**src/rtl/lock_ctrl_pkg.sv**
```systemverilog
// Shared types and defaults for the combination-lock session controller.
package lock_ctrl_pkg;

    localparam int SYM_W = 2;
    localparam logic [SYM_W-1:0] DEF_OPEN_Q   = 2'b11;
    localparam logic [SYM_W-1:0] DEF_IDLE_SYM = 2'b00;

    typedef enum logic [2:0] {
        S_IDLE,
        S_CLEAR,
        S_STREAM,
        S_DRAIN,
        S_CHECK,
        S_LOCKOUT
    } state_t;

    function automatic int fail_w(input int max_fail);
        return $clog2(max_fail + 1);
    endfunction

endpackage

```
**src/rtl/rr_arbiter.sv**
```systemverilog
// Round-robin picker: first requester at or after the pointer wins; the
// pointer moves past the served index when adv is strobed.
module rr_arbiter #(
    parameter int NREQ  = 2,
    parameter int IDX_W = $clog2(NREQ)
) (
    input  logic             clk,
    input  logic             rst_n,
    input  logic [NREQ-1:0]  req,
    input  logic             adv,
    input  logic [IDX_W-1:0] adv_idx,
    output logic [NREQ-1:0]  win,
    output logic [IDX_W-1:0] win_idx
);

    logic [IDX_W-1:0] ptr;

    always_comb begin
        logic [IDX_W-1:0] j;
        logic             found;
        win     = '0;
        win_idx = '0;
        found   = 1'b0;
        j       = '0;
        for (int k = 0; k < NREQ; k++) begin
            j = IDX_W'((int'(ptr) + k) % NREQ);
            if (!found && req[j]) begin
                found   = 1'b1;
                win[j]  = 1'b1;
                win_idx = j;
            end
        end
    end

    always_ff @(posedge clk or negedge rst_n) begin
        if (!rst_n)
            ptr <= '0;
        else if (adv)
            ptr <= (adv_idx == IDX_W'(NREQ - 1)) ? '0 : adv_idx + 1'b1;
    end

endmodule

```
**src/rtl/lock_session_ctrl.sv**
```systemverilog
// Shares one combination lock between NREQ keypads: grant, clear, stream
// symbols, check the result, and lock everyone out after repeated failures.
module lock_session_ctrl
    import lock_ctrl_pkg::*;
#(
    parameter int               NREQ        = 2,
    parameter logic [SYM_W-1:0] OPEN_Q      = DEF_OPEN_Q,
    parameter logic [SYM_W-1:0] IDLE_SYM    = DEF_IDLE_SYM,
    parameter int               MAX_FAIL    = 3,
    parameter int               LOCKOUT_CYC = 16,
    parameter int               TIMEOUT     = 8
) (
    input  logic                        clk,
    input  logic                        rst_n,
    input  logic [NREQ-1:0]             req,
    input  logic [NREQ-1:0]             sym_valid,
    input  logic [SYM_W*NREQ-1:0]       sym,
    input  logic [NREQ-1:0]             sym_last,
    output logic [NREQ-1:0]             gnt,
    output logic [NREQ-1:0]             sym_ready,
    output logic [SYM_W-1:0]            lock_s,
    output logic                        lock_rst,
    input  logic [SYM_W-1:0]            lock_q,
    output logic                        done,
    output logic                        pass,
    output logic                        locked_out,
    output logic [fail_w(MAX_FAIL)-1:0] fail_cnt
);

    localparam int IDX_W = $clog2(NREQ);
    localparam int FC_W  = fail_w(MAX_FAIL);
    localparam int TO_W  = $clog2(TIMEOUT + 1);
    localparam int LO_W  = $clog2(LOCKOUT_CYC + 1);

    state_t                     state, state_nxt;
    logic [NREQ-1:0][SYM_W-1:0] sym_v;
    logic [NREQ-1:0]            win;
    logic [IDX_W-1:0]           win_idx, gidx, gidx_nxt;
    logic [TO_W-1:0]            to_cnt, to_nxt;
    logic [LO_W-1:0]            lo_cnt, lo_cnt_nxt;
    logic [NREQ-1:0]            gnt_nxt, rdy_nxt;
    logic [SYM_W-1:0]           lock_s_nxt;
    logic                       lock_rst_nxt, done_nxt, pass_nxt, lo_nxt;
    logic [FC_W-1:0]            fcnt_nxt;
    logic                       adv, finish, fail;

    assign sym_v = sym;

    rr_arbiter #(.NREQ(NREQ), .IDX_W(IDX_W)) u_arb (
        .clk     (clk),
        .rst_n   (rst_n),
        .req     (req),
        .adv     (adv),
        .adv_idx (gidx),
        .win     (win),
        .win_idx (win_idx)
    );

    always_comb begin
        state_nxt    = state;
        gnt_nxt      = gnt;
        rdy_nxt      = sym_ready;
        lock_s_nxt   = IDLE_SYM;
        lock_rst_nxt = 1'b0;
        done_nxt     = 1'b0;
        pass_nxt     = 1'b0;
        lo_nxt       = locked_out;
        fcnt_nxt     = fail_cnt;
        to_nxt       = to_cnt;
        lo_cnt_nxt   = lo_cnt;
        gidx_nxt     = gidx;
        adv          = 1'b0;
        finish       = 1'b0;
        fail         = 1'b0;

        case (state)
            S_IDLE: begin
                if (|req) begin
                    state_nxt    = S_CLEAR;
                    gnt_nxt      = win;
                    gidx_nxt     = win_idx;
                    lock_rst_nxt = 1'b1;
                end
            end
            S_CLEAR: begin
                state_nxt = S_STREAM;
                rdy_nxt   = gnt;
                to_nxt    = '0;
            end
            S_STREAM: begin
                if (!req[gidx]) begin
                    finish = 1'b1;
                    fail   = 1'b1;
                end else if (sym_valid[gidx] && sym_ready[gidx]) begin
                    lock_s_nxt = sym_v[gidx];
                    to_nxt     = '0;
                    if (sym_last[gidx]) begin
                        state_nxt = S_DRAIN;
                        rdy_nxt   = '0;
                    end
                end else if (to_cnt == TO_W'(TIMEOUT - 1)) begin
                    finish = 1'b1;
                    fail   = 1'b1;
                end else begin
                    to_nxt = to_cnt + 1'b1;
                end
            end
            // Lock registers the last symbol during this cycle.
            S_DRAIN: state_nxt = S_CHECK;
            S_CHECK: begin
                finish = 1'b1;
                fail   = (lock_q != OPEN_Q);
            end
            S_LOCKOUT: begin
                if (lo_cnt == LO_W'(LOCKOUT_CYC - 1)) begin
                    state_nxt = S_IDLE;
                    lo_nxt    = 1'b0;
                    fcnt_nxt  = '0;
                end else begin
                    lo_cnt_nxt = lo_cnt + 1'b1;
                end
            end
            default: state_nxt = S_IDLE;
        endcase

        // Session end, whether by check or abort.
        if (finish) begin
            done_nxt  = 1'b1;
            pass_nxt  = !fail;
            gnt_nxt   = '0;
            rdy_nxt   = '0;
            adv       = 1'b1;
            state_nxt = S_IDLE;
            if (!fail) begin
                fcnt_nxt = '0;
            end else if (fail_cnt >= FC_W'(MAX_FAIL - 1)) begin
                fcnt_nxt   = FC_W'(MAX_FAIL);
                state_nxt  = S_LOCKOUT;
                lo_nxt     = 1'b1;
                lo_cnt_nxt = '0;
            end else begin
                fcnt_nxt = fail_cnt + 1'b1;
            end
        end
    end

    always_ff @(posedge clk or negedge rst_n) begin
        if (!rst_n) begin
            state      <= S_IDLE;
            gnt        <= '0;
            sym_ready  <= '0;
            lock_s     <= IDLE_SYM;
            lock_rst   <= 1'b1;
            done       <= 1'b0;
            pass       <= 1'b0;
            locked_out <= 1'b0;
            fail_cnt   <= '0;
            to_cnt     <= '0;
            lo_cnt     <= '0;
            gidx       <= '0;
        end else begin
            state      <= state_nxt;
            gnt        <= gnt_nxt;
            sym_ready  <= rdy_nxt;
            lock_s     <= lock_s_nxt;
            lock_rst   <= lock_rst_nxt;
            done       <= done_nxt;
            pass       <= pass_nxt;
            locked_out <= lo_nxt;
            fail_cnt   <= fcnt_nxt;
            to_cnt     <= to_nxt;
            lo_cnt     <= lo_cnt_nxt;
            gidx       <= gidx_nxt;
        end
    end

endmodule

```
**config.mk**
```make
export PLATFORM = sky130hd
export DESIGN_NAME = lock_session_ctrl
export DESIGN_NICKNAME = d
export VERILOG_FILES = /design/src/rtl/lock_ctrl_pkg.sv /design/src/rtl/rr_arbiter.sv /design/src/rtl/lock_session_ctrl.sv
export SDC_FILE = /design/constraint.sdc
export NUM_CORES = 1
export LEC_CHECK = 0
export BUFFER_PORTS_ARGS = -buffer_cell sky130_fd_sc_hd__buf_2
export CAP_MARGIN = 20
export CORE_ASPECT_RATIO = 1.1
export CORE_MARGIN = 3
export CORE_UTILIZATION = 40
export CTS_CLUSTER_DIAMETER = 80
export DETAILED_ROUTE_END_ITERATION = 8
export REMOVE_ABC_BUFFERS = 1
export SETUP_SLACK_MARGIN = 0.15
export SYNTH_ARGS = -nofsm -noshare
export SYNTH_HDL_FRONTEND = slang
export SYNTH_SLANG_ARGS = --single-unit
```
**constraint.sdc**
```tcl
create_clock -name clk -period 1.9 [get_ports clk]
set_input_delay 0.095 -clock clk [delete_from_list [all_inputs] [get_ports clk]]
set_output_delay 0.095 -clock clk [all_outputs]
set_load 0.05 [all_outputs]
```
==> results.txt, run 1 <==
The run finished with clean final reports. The wire length per cell came out at 13.9 microns. The minimum clock period came out at 1710 ps. The total global routing track utilization is 0.149. STA classifies the critical path endpoint as a flop.

Summed over all layers, the global routing overflow is 0. The first global-routing pass estimated 5.05 mm of wire. The register-to-register setup slack came out at 190 ps. The min-delay analysis places its worst path in the category in2reg. The count of yosys warnings during synthesis came out at 0. The capture instance of the worst register-to-register path is state[0]. On the worst path, the slowest cell contributes a delay of 410 ps. Setup repair after global routing could not meet its margin everywhere. The last weighted congestion value of the routability-driven placer is 0.816. The total via count after detailed routing came out at 1,131.

CTS saw 26 sinks. The start of the worst register-to-register path is to_cnt[1]. STA classifies the critical path startpoint as a flop.

The total power divided by cell area is 1520 nW/um^2. The first-pass detailed-route iteration total came out at 4. The achievable frequency is 586 MHz.

The relative area change from synthesis to final layout came out at 18.9%. The synthesized netlist occupies a cell area of 1420 sq um. The number of DRC violations after detailed routing is 0. The share of the Yosys chip area taken by registers is 0.461. The post-CTS clock slew at the launch and capture registers of the worst setup and hold paths came out at 140 ps. The max-cap violation count is 0. The repair_antennas step left the layout with diodes totalling 0. TritonCTS built the clock tree.

Traced cell by cell, the critical path runs through ha_2 > and3b_2 > a31oi_4 > nand2b_1 > a22o_1 > a21o_1. The largest net degree at the start of global routing came out at 27. The most used flip-flop cell after synthesis is sky130_fd_sc_hd__dfrtp_1. The die is 68.4 microns tall. Once detail routing completed, the nets flagged for antenna violations numbered 0. In this run, synthesis inferred 0 flip-flops with an integrated enable. The number of port buffers came out at 25.

The via count of the first global-routing pass came to 1,119. The core footprint is 3360 sq um. The share of total power in combinational logic is 0.541. The end point of the worst hold path is lock_s[1]. The final count of pins violating max slew came out at 0. The half-perimeter wire length of the detailed placement result is 2.24 mm. Of the cells placed in the final design, the portion with a size suffix greater than 1 is 0.312. Tracing the worst setup path back leads to its startpoint at to_cnt[1].

The switching part of the total came out at 0.470. In this run the number of H-tree levels came out at 1. The setup-violating endpoint count in the final report came out at 0. The number of top-level pins came out at 26. For this configuration, the core starts out at a cell density of 0.421.

The hold path depth is 3. The number of nets in the layout is 187. The data required time of the critical path is 2130 ps. Counting along the longest clock path gives a buffer depth of 2. The number of design-rule violations left by the first detailed-router iteration is 47. Along the worst path, the maximum fanout reaches 3.

The area of the die is 4290 sq um. The synthesized area per cell is 10.3 sq um. The initial antenna violation count came out at 0. In this run the core area contains 22 standard-cell rows. The standby leakage power came out at 0.000795 uW. The worst hold path startpoint is sym[1]. The synthesized netlist cell count is 137.

The total length of routed wires came out at 3.03 mm. In the finished design, the share of the clock period the worst path needs comes to 0.898. The arrival time at the worst endpoint came out at 1940 ps.

The worst-case clock skew is 5.32 ps. The buffer type at the clock tree root is sky130_fd_sc_hd__clkbuf_4. The worst-case setup margin in the final layout came out at 193 ps. After synthesis, the share of flip-flops with an asynchronous set or reset is 1.00. The kind of critical path is reg2reg.

The largest voltage drop on the vdd net came out at 0.000566 V. The floorplan die width is 62.7 microns. The final count of hold timing violations came out at 0. The reported net switching power came out at 1200 uW. The TritonCTS buffer count is 3. Synthesis instantiated 44 different standard cells from the library.

The internal power component came out at 1360 uW. The worst max-slew margin expressed relative to the limit came out at 0.617. The logic depth of the worst register-to-register path came out at 6. The via density per instance came out at 5.19. The worst slack at placement is 88.6 ps.

The clock share of power came out at 0.095. The setup TNS is 0 ps. The actual transition at the worst max-transition pin is 575 ps. The sequential cell fraction of total power came out at 0.365.

For this design, the slowest cell found on the critical path is sky130_fd_sc_hd__dfrtp_1. The post-synthesis register bit count is 26. The clock latency reported for the late side of the worst-skew pair is 320 ps.
[power by group through the flow]
stage	Combinational [uW]	Sequential [uW]	Clock, uW
after global routing	1520	971	276
after CTS	1340	932	254
after floorplan	691	1240	0
final	1380	934	243
after detailed placement	1330	943	0
after global placement	1320	934	0
[worst max-delay path by stage]
stage,to,cells after the start
2_1_floorplan,state[0],5
3_3_place_gp,lo_cnt[4],5
3_5_place_dp,lo_cnt[4],5
4_1_cts,lo_cnt[4],6
5_1_grt,state[0],6
6_report,state[0],6
[synthesized netlist by cell type, types with 2 or more instances]
| cell | count | area [sq um] |
|---|---|---|
| sky130_fd_sc_hd__a21o_1 | 3 | 22.5 |
| sky130_fd_sc_hd__a21oi_1 | 13 | 65.1 |
| sky130_fd_sc_hd__a22o_1 | 2 | 17.5 |
| sky130_fd_sc_hd__a32o_1 | 2 | 20.0 |
| sky130_fd_sc_hd__and2b_1 | 2 | 15.0 |
| sky130_fd_sc_hd__and3_1 | 3 | 18.8 |
| sky130_fd_sc_hd__buf_6 | 2 | 22.5 |
| sky130_fd_sc_hd__dfrtp_1 | 25 | 626 |
| sky130_fd_sc_hd__ha_1 | 2 | 25.0 |
| sky130_fd_sc_hd__inv_1 | 4 | 15.0 |
| sky130_fd_sc_hd__mux2i_1 | 5 | 50.1 |
| sky130_fd_sc_hd__nand2_1 | 11 | 41.3 |
| sky130_fd_sc_hd__nand2b_1 | 6 | 37.5 |
| sky130_fd_sc_hd__nand3_1 | 8 | 40.0 |
| sky130_fd_sc_hd__nor2_1 | 9 | 33.8 |
| sky130_fd_sc_hd__nor2b_1 | 3 | 18.8 |
| sky130_fd_sc_hd__nor3_1 | 4 | 20.0 |
| sky130_fd_sc_hd__o21a_1 | 3 | 22.5 |
| sky130_fd_sc_hd__o21ai_0 | 5 | 25.0 |
[cell type report]
class,count,area [sq um]
flip-flops and latches,26,654
inverters,4,15.0
repair buffers,33,188
fillers,329,1680
clock buffers,4,26.3
multi-input cells,103,739
well taps,48,60.1
[what timing repair did]
item / in CTS / in global routing
pin swaps: 1 / 2
buffers inserted: 0 / 2
hold buffers: 1 / 0
setup endpoints to repair: 6 / 12
endpoints found under the hold margin: 25 / 0
resized for setup: 1 / 7
[cells by family after synthesis]
group / count (synthesis) / share of synthesized area
AND/OR/NAND/NOR: 56 / 0.229
multiplexers: 7 / 0.0592
flip-flops: 26 / 0.461
XOR/XNOR: 1 / 0.00619
AO/OA/AOI/OAI: 37 / 0.195
buffers and inverters: 8 / 0.0327
adder cells (fa/ha/maj): 2 / 0.0177
[sequential cells by signal, summed over array words and instances, names as in the netlist, 2 cells and up]
| signal | cells |
|---|---|
| state | 3 |
| fail_cnt | 2 |
| sym_ready | 2 |
| to_cnt | 4 |
| lock_s | 2 |
| lo_cnt | 5 |
| gnt | 2 |
[critical path, delay by kind of cell (launching register included)]
family | cells | cell delay (ps)
AOI/OAI and AO/OA | 3 | 540
and+or+nand+nor | 2 | 460
DFF | 1 | 410
adders and majority gates | 1 | 210
[cell usage in the layout (no fill, tap or decap), types with 2 or more instances in the layout]
| master | instances |
|---|---|
| sky130_fd_sc_hd__a21o_1 | 3 |
| sky130_fd_sc_hd__a21oi_1 | 13 |
| sky130_fd_sc_hd__a22o_1 | 2 |
| sky130_fd_sc_hd__a32o_1 | 2 |
| sky130_fd_sc_hd__and2b_1 | 2 |
| sky130_fd_sc_hd__and3_1 | 3 |
| sky130_fd_sc_hd__buf_2 | 25 |
| sky130_fd_sc_hd__buf_4 | 7 |
| sky130_fd_sc_hd__clkbuf_4 | 3 |
| sky130_fd_sc_hd__dfrtp_1 | 23 |
| sky130_fd_sc_hd__dfrtp_2 | 2 |
| sky130_fd_sc_hd__inv_1 | 4 |
| sky130_fd_sc_hd__mux2i_1 | 5 |
| sky130_fd_sc_hd__nand2_1 | 11 |
| sky130_fd_sc_hd__nand2b_1 | 6 |
| sky130_fd_sc_hd__nand3_1 | 8 |
| sky130_fd_sc_hd__nor2_1 | 8 |
| sky130_fd_sc_hd__nor2b_1 | 3 |
| sky130_fd_sc_hd__nor3_1 | 4 |
| sky130_fd_sc_hd__o21a_1 | 3 |
| sky130_fd_sc_hd__o21ai_0 | 4 |
[through the flow]
stage	power, uW	cell area (sq um)	cells	utilization	hold WS [ps]
after global placement	2250	1610	211	0.478	119
after floorplan	1930	1380	133	-	-201
final	2560	1680	218	0.501	18.1
after global routing	2770	1680	218	0.501	14.0
after detailed placement	2280	1610	211	0.478	134
after CTS	2530	1640	216	0.490	7.98
[layer usage]
metal	track usage	routed length, microns
met1	0.184	1330
met2	0.261	1560
met3	0.0246	100
met4	0.0606	37
met5	0	0
Power figures use the tool's default switching activity.
==> run 2: changes to the inputs <==
Clock period 1.9 ns to 2.1 ns, I/O delays scaled along.
==> run 2 against run 1 <==
Net effect: via count hardly changed; worst hold slack worse by 0.58 ps; power down 10%; final area fell by 2.2%; core utilization down 1.1 points; wire length down 3.1%; critical endpoint unchanged; largest cell class unchanged.
==> results.txt, run 2 (synthesis results as in run 1) <==
TritonCTS built the clock tree. The half-perimeter wire length of the detailed placement result came out at 2.23 mm. In the final layout, the registers with the most flip-flops are lo_cnt (5), to_cnt (4), state (3). The total via count after detailed routing came out at 1,130. The final count of hold timing violations is 0. The number of port buffers came out at 25. For this run, the top clock speed supported by timing is 559 MHz. The actual transition at the worst max-transition pin came out at 551 ps.

The detailed router finished its first iteration with 48 violations. The via count of the first global-routing pass came out at 1,051. The clock passes through at most 2 buffers. The worst-case clock skew came out at 2.05 ps. The TritonCTS buffer count came out at 3.

The final core utilization came out at 0.490. Of the available clock period, the critical path in the final layout requires 0.851. In the final timing run, aggregate negative setup slack is 0 ps. The register-to-register setup slack is 310 ps. The top fanout value on the critical path is 7. The data required time of the critical path came out at 2330 ps. For this block, the routed nets add up to 2.93 mm of wire. For the worst setup path, the data arrival time is 2020 ps.

The total global routing track utilization is 0.144. The worst setup path is captured at a flop. The first TritonRoute pass finished after 4 iterations. Dividing the detail-routed wire length by the instance count gives 13.6 microns.

The most critical setup path has its endpoint at state[0]. The largest voltage drop on the vdd net came out at 0.000429 V. The tightest min-delay check is of the in2reg type.

The register with the most flip-flops in the layout has 5 of them. The run finished with clean final reports. The origin of the worst setup path is to_cnt[0].

The number of nets in the layout is 184. The core footprint is 3360 sq um. The last weighted congestion value of the routability-driven placer came out at 0.794. Setup repair after global routing left no endpoint under its margin. The worst path needs 1790 ps of the cycle, external delays included.

The floorplan step defined a die boundary enclosing 4290 sq um. The y dimension of the die came out at 68.4 microns. Clock tree synthesis found a total of 26 sinks. The logic depth of the worst register-to-register path came out at 6.

The buffer type at the clock tree root is sky130_fd_sc_hd__clkbuf_4. The final global-route overflow total is 0. Dividing total power by cell area gives a power density of 1400 nW/um^2. The floorplan step set the die width to 62.7 microns. The relative area change from synthesis to final layout is 16.4%. The initial antenna violation count is 0. The standby leakage power is 0.000787 uW. The cell row count is 22. The final count of pins violating max slew came to 0. The worst max-slew margin expressed relative to the limit came out at 0.632. The worst hold-check slack came out at 17.5 ps. Once detail routing completed, the nets flagged for antenna violations numbered 0. The setup-violating endpoint count in the final report is 0. The largest net degree at the start of global routing came out at 27. The number of top-level pins is 26.

CTS built an H-tree with a depth of 1. The start of the worst register-to-register path is to_cnt[0]. The number of DRC violations after detailed routing is 0. The number of antenna diodes in the final layout is 0.

The via density per instance came out at 5.26. The clock latency reported for the late side of the worst-skew pair is 320 ps. The worst setup path is of the reg2reg kind. The post-CTS clock slew at the launch and capture registers of the worst setup and hold paths came out at 140 ps. STA classifies the critical path startpoint as a flop.

The initial utilization of the core area, before any placement, comes to 0.421. The top cell types in the final layout, fill and taps aside, are 25 x sky130_fd_sc_hd__buf_2, 24 x sky130_fd_sc_hd__dfrtp_1, 13 x sky130_fd_sc_hd__a21oi_1, 11 x sky130_fd_sc_hd__nand2_1, 9 x sky130_fd_sc_hd__nor2_1. The first-pass GRT wire length came out at 4.84 mm.

In this run the critical register-to-register path is captured at state[0]. In the final layout, the share of cells above drive strength 1 is 0.281. lo_cnt holds more flip-flops than any other register. Leaving out fill and tap cells, the most frequent cell in the layout is sky130_fd_sc_hd__buf_2. The max-cap violation count is 0.
==> run 2: cell types whose count changed in the layout (fill, tap and decap cells not counted), sizes merged <==
cell	change
buf	-3
==> run 2: repair_timing <==
action | in CTS | in global routing
hold buffers | 1 | 0
gates resized for setup | 0 | 1
endpoints found under the hold margin | 25 | 0
setup buffers | 0 | 0
endpoints found under the setup margin | 0 | 1
==> run 2: final cells by class <==
| type | instances | area (sq um) |
|---|---|---|
| timing repair buffer | 30 | 165 |
| sequential | 26 | 653 |
| fill | 319 | 1710 |
| clock buffer | 4 | 36.3 |
| tap | 48 | 60.1 |
| inverter | 4 | 15.0 |
| multi-input combinational | 103 | 717 |
==> run 2: how the worst min path moves through the flow <==
stage	from	to	slack (ps)	cells past startpoint
6_report	lock_q[1]	pass	20	3
5_1_grt	sym[1]	lock_s[1]	30	3
4_1_cts	lock_q[1]	pass	20	3
3_5_place_dp	rst_n	gnt[0]	130	1
3_3_place_gp	rst_n	gnt[1]	130	1
2_1_floorplan	rst_n	done	-190	0
==> run 2: critical path, stage by stage (launching register included) <==
cell	delay [ps]
sky130_fd_sc_hd__dfrtp_1	430
sky130_fd_sc_hd__ha_1	230
sky130_fd_sc_hd__and3b_1	240
sky130_fd_sc_hd__a31oi_2	270
sky130_fd_sc_hd__o21ai_2	160
sky130_fd_sc_hd__a22o_1	200
sky130_fd_sc_hd__a21o_1	170
==> run 2: metrics by stage <==
| step | instances | power (uW) | cell area [sq um] | setup slack [ps] |
|---|---|---|---|---|
| after floorplan | 133 | 1750 | 1380 | 440 |
| after global placement | 210 | 2040 | 1600 | 326 |
| after detailed placement | 210 | 2050 | 1600 | 292 |
| after CTS | 215 | 2310 | 1650 | 262 |
| after global routing | 215 | 2470 | 1650 | 161 |
| final | 215 | 2300 | 1650 | 313 |
==> run 2: report_power, final <==
group / total (uW) / leakage (uW) / internal [uW] / switching (uW)
Combinational: 1170 / 0.000436 / 445 / 726
Clock: 253 / 0.0000210 / 106 / 147
Sequential: 878 / 0.000330 / 673 / 205
==> run 2: layer usage <==
metal  part of all wire  wire length, microns  vias up  track usage
li1                   -                     -      560            -
met1               0.47                  1370      544        0.183
met2               0.48                  1420       21        0.250
met3              0.037                   107        5       0.0230
met4              0.014                    40        0       0.0551
met5                  0                     0        -            0
==> run 3: changes to the inputs <==
Settings changed: CORE_UTILIZATION 40 to 50, PLACE_DENSITY from default to 0.73.
Clock period 2.1 ns to 2.2 ns, I/O delays scaled along.
==> run 3 against run 2 <==
Net effect: critical path depth fell by 1; via count fell by 2.7%; wire length fell by 3.9%; worst setup slack improved by 77 ps; register-to-register slack improved by 80 ps; worst hold slack improved by 5.9 ps; core utilization rose by 13 points; final area fell by 2.3%; combinational power fell by 8%; power fell by 5.7%; highest routed layer unchanged.
==> results.txt, run 3 (synthesis results as in run 1) <==
The core region is 2590 sq um. The buffer type at the clock tree root is sky130_fd_sc_hd__clkbuf_4. The final antenna diode count is 0. At the end of routability-driven placement, the weighted congestion stood at 0.779. The run finished with clean final reports.

TritonCTS built the clock tree. Power spread over the standard cell area amounts to 1350 nW/um^2. The standby leakage power is 0.000779 uW. The number of gates on the worst path with buffers counted is 5. The initial antenna violation count is 0. The final core utilization is 0.621.

Traced cell by cell, the critical path runs through mux2i_4 > a31oi_2 > o21ai_2 > nand2_1 > and3_1. The floorplan die width is 56.7 microns. The logic depth of the worst register-to-register path is 5.

The number of top-level pins came out at 26. At the pin with the least slew margin, the transition time is 564 ps. In the finished design, the share of the clock period the worst path needs comes to 0.823.

After detailed routing, the average wire length per cell comes to 14.4 microns. The worst path buffer plus inverter count is 0. STA classifies the critical path startpoint as a flop. On the worst path, the slowest cell contributes a delay of 590 ps. The min-delay analysis places its worst path in the category in2reg. The worst hold-check slack came out at 23.3 ps. The final count of pins violating max slew came out at 0. In the global route stage, overall resource usage came out at 0.180. The first global-routing pass estimated 4.95 mm of wire.

The via count of the first global-routing pass is 1,146. The layout cell share with drive strength beyond 1 is 0.267. The register with the most flip-flops in the final layout is lo_cnt. The overall power after layout came out at 2170 uW. The achievable frequency came out at 553 MHz. The finished cells cover 1610 sq um. The buffer count from post-CTS setup fixing came out at 0. The kind of cell adding the most delay to the critical path is flip-flops.

The placement-stage cell area is 1560 sq um. The number of flip-flops under the largest register name is 5. The initialized floorplan defines 19 standard-cell rows.

The maximum count of clock buffers along a single path came out at 2. The y dimension of the die is 61.8 microns. The worst max-slew margin expressed relative to the limit is 0.624. By startpoint and endpoint, the worst setup path is classified as reg2reg. The total via count after detailed routing came out at 1,100. In this run, the number of DRC markers left after iteration 0 of detailed routing was 27. The post-CTS clock slew at the launch and capture registers of the worst setup and hold paths came out at 140 ps.

The clock period could shrink to 1810 ps. In the final design database the tool counted 182 nets. The final global-route overflow total is 0. Setup repair after global routing left no endpoint under its margin. In the layout the commonest cells are 25 x sky130_fd_sc_hd__dfrtp_1, 25 x sky130_fd_sc_hd__buf_2, 13 x sky130_fd_sc_hd__a21oi_1, 11 x sky130_fd_sc_hd__nand2_1, 9 x sky130_fd_sc_hd__nor2_1.

The top fanout value on the critical path came out at 8. The clock latency reported for the late side of the worst-skew pair came out at 320 ps. Data arrives at the worst endpoint at 2040 ps. The starting density of the core is 0.546. Among all stages on the critical path, the largest delay is contributed by sky130_fd_sc_hd__dfrtp_1.

The area of the die is 3510 sq um. The largest voltage drop on the vdd net came out at 0.000785 V. The worst-case clock skew is 2.36 ps. After routing, the total negative slack on setup checks comes to 0 ps. The number of DRC violations after detailed routing is 0. The via density per instance came out at 5.61. Buffers placed on the I/O ports in this run total 25. The relative area change from synthesis to final layout came out at 13.7%. The data required time of the critical path came out at 2430 ps. The hold path depth is 3.

In this run the remaining antenna-violating nets after routing total 0. The TritonCTS buffer count came out at 3. The largest registers in the layout are lo_cnt (5), to_cnt (4), state (3).

Setup violations remaining at the end of the flow were counted as 0. The final count of hold timing violations is 0. STA classifies the critical path endpoint as a flop. The max-cap violation count is 0. The clock net in this run drives a total of 26 sinks. The largest net degree at the start of global routing came out at 27.

The first-pass detailed-route iteration total came out at 4. The total length of routed wires is 2.82 mm. The wire-length estimate of the detail-placed layout is 2.16 mm. The number of H-tree levels came out at 1.
## run 3: cell count changes in the layout (fill, tap and decap cells not counted)
cell,previous run,this run
sky130_fd_sc_hd__buf_4,4,2
sky130_fd_sc_hd__dfrtp_1,24,25
sky130_fd_sc_hd__dfrtp_2,1,0
## run 3: layout make-up
class                           instances  area [sq um]
Timing Repair Buffer                   28           150
Inverter                                4          15.0
Multi-Input combinational cell        103           717
Tap cell                               31          38.8
Fill cell                             227           982
Clock buffer                            4          36.3
Sequential cell                        26           652
## run 3: what timing repair did
| item | CTS | global route |
|---|---|---|
| gates resized for setup | 0 | 0 |
| hold endpoints to repair | 25 | 0 |
| hold buffers | 1 | 0 |
## run 3: report_power, final
group | switching [uW] | internal, uW | total, uW | leakage, uW
clock network | 141 | 101 | 242 | 0.0000210
registers | 206 | 640 | 846 | 0.000331
logic | 666 | 417 | 1080 | 0.000426
## run 3: routing by layer
layer	global-route usage	vias up	wire, microns	share of wire
li1	-	556	-	-
met1	0.223	517	1290	0.46
met2	0.325	22	1380	0.49
met3	0.0289	5	108	0.038
met4	0.0644	0	43	0.015
met5	0	-	0	0
## run 3: final timing paths
path                       slack, ps         to  startpoint
hold / removal                    20       pass   lock_q[1]
min in group asynchronous        290       done       rst_n
setup / recovery                 390  lo_cnt[4]        gidx
max in group asynchronous       1540  to_cnt[3]       rst_n
setup reg to reg                 390  lo_cnt[4]        gidx
hold reg to reg                  540  lo_cnt[4]   lo_cnt[4]
## run 3: through the flow
step | instances | setup WS, ps
2_1_floorplan | 133 | 540
3_3_place_gp | 191 | 452
3_5_place_dp | 191 | 398
4_1_cts | 196 | 376
5_1_grt | 196 | 259
6_report | 196 | 390
## run 3: tightest hold or removal path, cell delays in order
cell	delay (ps)
sky130_fd_sc_hd__buf_2	100
sky130_fd_sc_hd__nand2_1	70
sky130_fd_sc_hd__nor3_1	50
